File: src/rtl/lsu_pkg.sv
// Shared definitions for the load/store unit and the downstream load filter:
// func3 codes, FSM states and the access-size helper.
package lsu_pkg;

    localparam int STRB_W = 8;

    localparam logic [2:0] F3_B       = 3'b000;
    localparam logic [2:0] F3_H       = 3'b001;
    localparam logic [2:0] F3_W       = 3'b010;
    localparam logic [2:0] F3_D       = 3'b011;
    localparam logic [2:0] F3_BU      = 3'b100;
    localparam logic [2:0] F3_HU      = 3'b101;
    localparam logic [2:0] F3_WU      = 3'b110;
    localparam logic [2:0] F3_ILLEGAL = 3'b111;

    typedef enum logic [1:0] {
        IDLE  = 2'd0,
        BEAT0 = 2'd1,
        BEAT1 = 2'd2,
        RESP  = 2'd3
    } lsu_state_e;

    function automatic logic [3:0] lsuSize(input logic [1:0] sizeCode);
        return 4'd1 << sizeCode;
    endfunction

endpackage

File: src/rtl/lsu_align.sv
// Byte-lane alignment for one memory beat: shifts store data/strobes into
// their lanes and extracts the right-aligned slice of a load beat.
module lsu_align
    import lsu_pkg::*;
#(
    parameter int XLEN = 64
) (
    input  logic [2:0]        off_i,
    input  logic [3:0]        size_i,
    input  logic              beat_i,
    input  logic [XLEN-1:0]   wdata_i,
    input  logic [XLEN-1:0]   rdata_i,
    output logic [XLEN-1:0]   wdata_o,
    output logic [STRB_W-1:0] wstrb_o,
    output logic [XLEN-1:0]   ldata_o
);

    logic [5:0]  shiftLo;
    logic [6:0]  shiftHi;
    logic [7:0]  sizeMask;
    logic [15:0] strbFull;

    // The upper half of strbFull holds the lanes that spill into the next word.
    always_comb begin
        shiftLo  = {off_i, 3'b000};
        shiftHi  = 7'd64 - {1'b0, off_i, 3'b000};
        sizeMask = 8'((9'd1 << size_i) - 9'd1);
        strbFull = {8'b0, sizeMask} << off_i;
        if (beat_i) begin
            wdata_o = wdata_i >> shiftHi;
            wstrb_o = strbFull[15:8];
            ldata_o = rdata_i << shiftHi;
        end else begin
            wdata_o = wdata_i << shiftLo;
            wstrb_o = strbFull[7:0];
            ldata_o = rdata_i >> shiftLo;
        end
    end

endmodule

File: src/rtl/load_store_unit.sv
// RV64I memory-access stage: one request at a time, up to two aligned beats.
// Define LSU_MISALIGN_SPLIT_EN to perform misaligned accesses instead of faulting.
module load_store_unit
    import lsu_pkg::*;
#(
    parameter int XLEN = 64
) (
    input  logic              clk,
    input  logic              rst_n,
    input  logic              req_valid,
    output logic              req_ready,
    input  logic              req_we,
    input  logic [2:0]        req_func3,
    input  logic [XLEN-1:0]   req_addr,
    input  logic [XLEN-1:0]   req_wdata,
    output logic              mem_req,
    output logic              mem_we,
    output logic [XLEN-1:0]   mem_addr,
    output logic [STRB_W-1:0] mem_wstrb,
    output logic [XLEN-1:0]   mem_wdata,
    input  logic              mem_ready,
    input  logic [XLEN-1:0]   mem_rdata,
    output logic              rsp_valid,
    output logic [2:0]        rsp_func3,
    output logic [XLEN-1:0]   rsp_ldata,
    output logic              rsp_err
);

    lsu_state_e        state_q, state_d;
    logic              we_q, we_d;
    logic [2:0]        func3_q, func3_d;
    logic [XLEN-1:0]   addr_q, addr_d;
    logic [XLEN-1:0]   wdata_q, wdata_d;
    logic [XLEN-1:0]   ldata_q, ldata_d;
    logic              rspValid_q, rspValid_d;
    logic              rspErr_q, rspErr_d;
    logic [2:0]        rspFunc3_q, rspFunc3_d;
    logic [XLEN-1:0]   rspLdata_q, rspLdata_d;

    logic [3:0]        size;
    logic              crossing;
    logic              reqErr;
    logic [XLEN-1:0]   loadMask;
    logic [XLEN-1:0]   alignWdata;
    logic [STRB_W-1:0] alignStrb;
    logic [XLEN-1:0]   alignLdata;
    logic              finish;
    logic [XLEN-1:0]   loadResult;

    lsu_align #(.XLEN(XLEN)) u_align (
        .off_i   (addr_q[2:0]),
        .size_i  (size),
        .beat_i  (state_q == BEAT1),
        .wdata_i (wdata_q),
        .rdata_i (mem_rdata),
        .wdata_o (alignWdata),
        .wstrb_o (alignStrb),
        .ldata_o (alignLdata)
    );

    always_comb begin
        size     = lsuSize(func3_q[1:0]);
        crossing = ({1'b0, addr_q[2:0]} + size) > 4'd8;
        loadMask = '0;
        for (int i = 0; i < 8; i++) begin
            loadMask[8*i +: 8] = (4'(i) < size) ? 8'hFF : 8'h00;
        end
    end

`ifdef LSU_MISALIGN_SPLIT_EN
    assign reqErr = (req_func3 == F3_ILLEGAL) || (req_we && req_func3[2]);
`else
    logic [3:0] reqSize;
    assign reqSize = lsuSize(req_func3[1:0]);
    assign reqErr  = (req_func3 == F3_ILLEGAL) || (req_we && req_func3[2])
                   || ((req_addr[2:0] & 3'(reqSize - 4'd1)) != 3'b000);
`endif

    always_ff @(posedge clk) begin
        if (!rst_n) begin
            state_q    <= IDLE;
            we_q       <= 1'b0;
            func3_q    <= '0;
            addr_q     <= '0;
            wdata_q    <= '0;
            ldata_q    <= '0;
            rspValid_q <= 1'b0;
            rspErr_q   <= 1'b0;
            rspFunc3_q <= '0;
            rspLdata_q <= '0;
        end else begin
            state_q    <= state_d;
            we_q       <= we_d;
            func3_q    <= func3_d;
            addr_q     <= addr_d;
            wdata_q    <= wdata_d;
            ldata_q    <= ldata_d;
            rspValid_q <= rspValid_d;
            rspErr_q   <= rspErr_d;
            rspFunc3_q <= rspFunc3_d;
            rspLdata_q <= rspLdata_d;
        end
    end

    always_comb begin
        state_d    = state_q;
        we_d       = we_q;
        func3_d    = func3_q;
        addr_d     = addr_q;
        wdata_d    = wdata_q;
        ldata_d    = ldata_q;
        rspValid_d = 1'b0;
        rspErr_d   = rspErr_q;
        rspFunc3_d = rspFunc3_q;
        rspLdata_d = rspLdata_q;
        finish     = 1'b0;
        loadResult = '0;
        case (state_q)
            IDLE: begin
                if (req_valid) begin
                    we_d    = req_we;
                    func3_d = req_func3;
                    addr_d  = req_addr;
                    wdata_d = req_wdata;
                    ldata_d = '0;
                    if (reqErr) begin
                        state_d    = RESP;
                        rspValid_d = 1'b1;
                        rspErr_d   = 1'b1;
                        rspFunc3_d = req_func3;
                        rspLdata_d = '0;
                    end else begin
                        state_d = BEAT0;
                    end
                end
            end
            BEAT0: begin
                if (mem_ready) begin
                    if (crossing) begin
                        state_d = BEAT1;
                        ldata_d = alignLdata;
                    end else begin
                        finish     = 1'b1;
                        loadResult = alignLdata;
                    end
                end
            end
            BEAT1: begin
                if (mem_ready) begin
                    finish     = 1'b1;
                    loadResult = ldata_q | alignLdata;
                end
            end
            RESP:    state_d = IDLE;
            default: state_d = IDLE;
        endcase
        // Successful completion of the final beat registers the response.
        if (finish) begin
            state_d    = RESP;
            rspValid_d = 1'b1;
            rspErr_d   = 1'b0;
            rspFunc3_d = func3_q;
            rspLdata_d = we_q ? '0 : (loadResult & loadMask);
        end
    end

    always_comb begin
        req_ready = (state_q == IDLE) && rst_n;
        mem_req   = (state_q == BEAT0) || (state_q == BEAT1);
        mem_we    = mem_req && we_q;
        mem_addr  = '0;
        mem_wstrb = '0;
        mem_wdata = '0;
        if (mem_req) begin
            mem_addr = {addr_q[XLEN-1:3], 3'b000} + ((state_q == BEAT1) ? XLEN'(8) : XLEN'(0));
        end
        if (mem_we) begin
            mem_wstrb = alignStrb;
            mem_wdata = alignWdata;
        end
        rsp_valid = rspValid_q;
        rsp_err   = rspErr_q;
        rsp_func3 = rspFunc3_q;
        rsp_ldata = rspLdata_q;
    end

endmodule
File: config.mk
export PLATFORM = sky130hd
export DESIGN_NAME = load_store_unit
export DESIGN_NICKNAME = d
export VERILOG_FILES = /design/src/rtl/lsu_pkg.sv /design/src/rtl/lsu_align.sv /design/src/rtl/load_store_unit.sv
export SDC_FILE = /design/constraint.sdc
export NUM_CORES = 1
export LEC_CHECK = 0
export ABC_AREA = 0
export BUFFER_PORTS_ARGS = -buffer_cell sky130_fd_sc_hd__buf_2
export CAP_MARGIN = 20
export CORE_AREA = 3 3 256 258
export CTS_CLUSTER_DIAMETER = 30
export DETAILED_ROUTE_END_ITERATION = 12
export DIE_AREA = 0 0 259 261
export PLACE_DENSITY = 0.57
export SYNTH_ARGS = -nofsm -noshare
export SYNTH_HDL_FRONTEND = slang
export SYNTH_SLANG_ARGS = --single-unit
export TNS_END_PERCENT = 50
File: constraint.sdc
create_clock -name clk -period 11.1 [get_ports clk]
set_input_delay 1.665 -clock clk [delete_from_list [all_inputs] [get_ports clk]]
set_output_delay 1.665 -clock clk [all_outputs]
set_load 0.1 [all_outputs]
==> flow_summary_export.csv <==
group,metric,value,unit
setup_path,worst-endpoint-required,9440,ps
setup_path,endpoint_of_the_most_critical_register_to_register_path,"rsp_ldata[60]$_SDFFE_PN0P_",
setup_path,r2r_slack,5840,ps
routing,post_drt_via_cell_ratio,5.57,
die,fp-row-count,92,
clock_tree,cts_inserted_buffers,74,
placement,place.gp.congestion,0.972,
timing,finalHoldViolations,0,
worst_hold_path,timing.hold.worst.class,"flip-flop to flip-flop",
grt,grt_overflow,0,
routing,drc_errors,0,
cells_and_area,area_growth_from_synthesis_to_final_layout,27.1,%
grt,grt_max_degree,179,
job,max_cap_viol_count,0,
clock_tree,post_cts.repair.setup_buffers,0,
setup_path,worstSetupPathType,"flip-flop to output pin",
synth,post_synth.cell_area_avg,7.65,um2
setup_path,r2r-start,"addr_q[0]$_SDFFE_PN0P_",
die,die-height,261,um
die,fp.dieW,259,um
synth,async_reset_ff_frac,0,
die,core-area,0.0632,mm2
cells_and_area,multi_input_comb_area,0.0127,mm2
grt,overall_global_routing_resource_usage,0.243,
setup_path,critical_path.most_common_cell,"sky130_fd_sc_hd__nor2_1",
cells_and_area,finalCoreUtilization,0.383,
timing,fmax,0.139,GHz
synth,ys_dominant_reg_cell,"sky130_fd_sc_hd__dfxtp_1",
timing,skew,36.7,ps
clock_tree,cts.htree.levels,3,
clock_tree,clockBufferDepth,3,
worst_hold_path,hold_path_end,"rsp_err$_SDFFE_PP0P_",
routing,first_iter_violations,1927,
setup_path,startpoint_type,"flip-flop",
cells_and_area,finalNetCount,2996,
clock_tree,root_buffer,"sky130_fd_sc_hd__clkbuf_16",
synth,synth_top_cell_by_area,"sky130_fd_sc_hd__dfxtp_1",
synth,netlist_instances,2489,
timing,grt_setup_unrepaired,"false",
power_and_ir_drop,p_leak,9.83,nW
run_status,run_status,"finished, final reports clean",
power_and_ir_drop,power_density,248,mW/mm2
worst_hold_path,hp-start,"rsp_err$_SDFFE_PP0P_",
synth,unique_masters_post_synth,70,
synth,synth_sequential_area_ratio,0.281,
routing,route.final.wire_length,85900,um
clock_tree,hold_buffers,0,
synth,yosys.area.top_type_share,0.281,
timing,post-route-period-util,0.650,
grt,antenna_found_initial,20,
timing,fin_setup_tns,0,ps
routing,dr.pass1.iters,7,
clock_tree,post_cts_resized,0,
synth,synthesis.yosys.warnings,0,
die,floorplan.die_area,0.0676,mm2
worst_hold_path,hold_path_depth,2,
power_and_ir_drop,maximum_ir_drop_on_the_vdd_rail,0.000115,V
synth,synth_edf_count,0,
cells_and_area,area.sequential,0.00535,mm2
die,design.portCount,408,
routing,post_drt_wl_per_cell,23.2,um
die,floorplan.initialDensity,0.301,
setup_path,crit_path_end_kind,"output pin",
synth,synthTopCellsByArea,"sky130_fd_sc_hd__dfxtp_1 (28%), sky130_fd_sc_hd__nand2_1 (9.8%), sky130_fd_sc_hd__mux2i_1 (9.2%), sky130_fd_sc_hd__a21oi_1 (9.0%), sky130_fd_sc_hd__mux4_2 (5.7%)",
setup_path,cp_max_fo,70,
routing,detailroute.via_count,20700,
clock_tree,cts.sinks,267,
cells_and_area,fillerInstances,6613,
timing,final-setup-viol-count,0,
setup_path,ff2ff_path_depth,9,
setup_path,path_cells,"inv_2 -> ha_4 -> buf_4 -> mux2i_1 -> nor2_1 -> a21oi_1 -> o21ai_0 -> a22oi_1 -> nor2_1 -> buf_2",
timing,max_slew.worst_pin.slew,1140,ps
synth,synthMostInstantiatedCell,"sky130_fd_sc_hd__nand2_1",
clock_tree,clock_tree_from_tritoncts,"yes",
routing,drtAntennaViolNets,0,
synth,netlist_top_cells_count,"sky130_fd_sc_hd__nand2_1 (496), sky130_fd_sc_hd__a21oi_1 (343), sky130_fd_sc_hd__dfxtp_1 (267)",
synth,synth.cell_area,0.0190,mm2
grt,first_pass_grt_wire_length,126000,um
placement,dpl.hpwl,61100,um
synth,synth-seq-cells,267,
clock_tree,worst_path_clk_slew,40,ps
setup_path,cp.arrival,5550,ps
clock_tree,worst_skew_pair.late_latency,620,ps
setup_path,crit_slowest_cell,"sky130_fd_sc_hd__dfxtp_4",
placement,port_buffers,404,
cells_and_area,drive_gt1_frac,0.244,
timing,timing.slew.headroom,0.237,
timing,timing_max_transition_violations_final,0,
timing,layout_min_cycle_time,7210,ps
power_and_ir_drop,finalPower,6.00,mW
setup_path,critical_path.max_stage_delay,900,ps
grt,via_count_of_the_first_global_routing_pass,19600,
## per-layer routing
metal	track usage	vias up	routed length [um]
met2	0.379	1030	38400
met4	0.105	4	3830
met5	0	-	25
met3	0.0797	221	8330
met1	0.307	9814	35300
li1	-	9590	-
## where the power goes
part / total [mW] / switching [mW] / internal (mW)
registers: 1.25 / 0.195 / 1.06
clock network: 2.24 / 0.698 / 1.54
logic: 2.51 / 1.83 / 0.674
total: 6.00 / 2.72 / 3.27
## flip-flops by register name, summed over array words and instances (netlist names)
| name | count |
|---|---|
| rsp_valid | 1 |
| rsp_func3 | 3 |
| ldata_q | 64 |
| wdata_q | 64 |
| we_q | 1 |
| state_q | 2 |
| rsp_err | 1 |
| addr_q | 64 |
| rsp_ldata | 64 |
| func3_q | 3 |
## area by class of cell
| cell class | instances | area share |
|---|---|---|
| diodes | 17 | 0.00176 |
| flip-flops and latches | 267 | 0.221 |
| clock buffers | 92 | 0.0856 |
| repair buffers | 436 | 0.0941 |
| clock inverters | 43 | 0.0239 |
| inverters | 23 | 0.00378 |
| well taps | 846 | 0.0438 |
| multi-input cells | 1982 | 0.526 |
## worst max-delay path, delay by kind of cell, from the launching register on
family	cells	cell delay [ps]
AOI/OAI and AO/OA	3	410
adders and majority gates	1	870
buffers and inverters	3	1950
DFF	1	900
muxes	1	220
and+or+nand+nor	2	500
## how the worst max path moves through the flow
stage                             from       endpoint  slack [ps]  depth (start not counted)
2_1_floorplan  state_q[0]$_SDFFE_PN0P_   mem_wstrb[4]        4270                          8
3_3_place_gp    addr_q[0]$_SDFFE_PN0P_  mem_wdata[24]        4600                          9
3_5_place_dp    addr_q[0]$_SDFFE_PN0P_  mem_wdata[24]        4550                         10
4_1_cts         addr_q[0]$_SDFFE_PN0P_  mem_wdata[24]        3930                         10
5_1_grt         addr_q[0]$_SDFFE_PN0P_  mem_wdata[24]        3580                         10
6_report        addr_q[0]$_SDFFE_PN0P_  mem_wdata[24]        3890                         10
## through the flow
| stage | hold slack, ps | std cells | worst slack, ps | instance area [um2] |
|---|---|---|---|---|
| 2_1_floorplan | 432 | 2491 | 4270 | 19000 |
| 3_3_place_gp | 431 | 3553 | 4600 | 21500 |
| 3_5_place_dp | 435 | 3553 | 4550 | 21500 |
| 4_1_cts | 441 | 3688 | 3930 | 24100 |
| 5_1_grt | 464 | 3699 | 3580 | 24200 |
| 6_report | 441 | 3706 | 3890 | 24200 |
## cells in the final DEF, fill, tap and decap left out, drive strengths merged, types with 33 or more instances in the layout
| cell type | n |
|---|---|
| nand2 | 497 |
| buf | 436 |
| a21oi | 344 |
| dfxtp | 267 |
| mux2i | 174 |
| nor2 | 139 |
| o21ai | 112 |
| clkbuf | 92 |
| nand3 | 69 |
| and2 | 58 |
| mux4 | 48 |
| a211oi | 47 |
| and3 | 46 |
| a22o | 44 |
| mux2 | 44 |
| a22oi | 33 |
## cell families after synthesis
group | synth area share
AO/OA/AOI/OAI | 0.240
XOR/XNOR | 0.0244
adder cells (fa/ha/maj) | 0.00828
buffers and inverters | 0.0556
flip-flops | 0.281
multiplexers | 0.174
other | 0.000197
AND/OR/NAND/NOR | 0.216
Power figures use the tool's default switching activity.
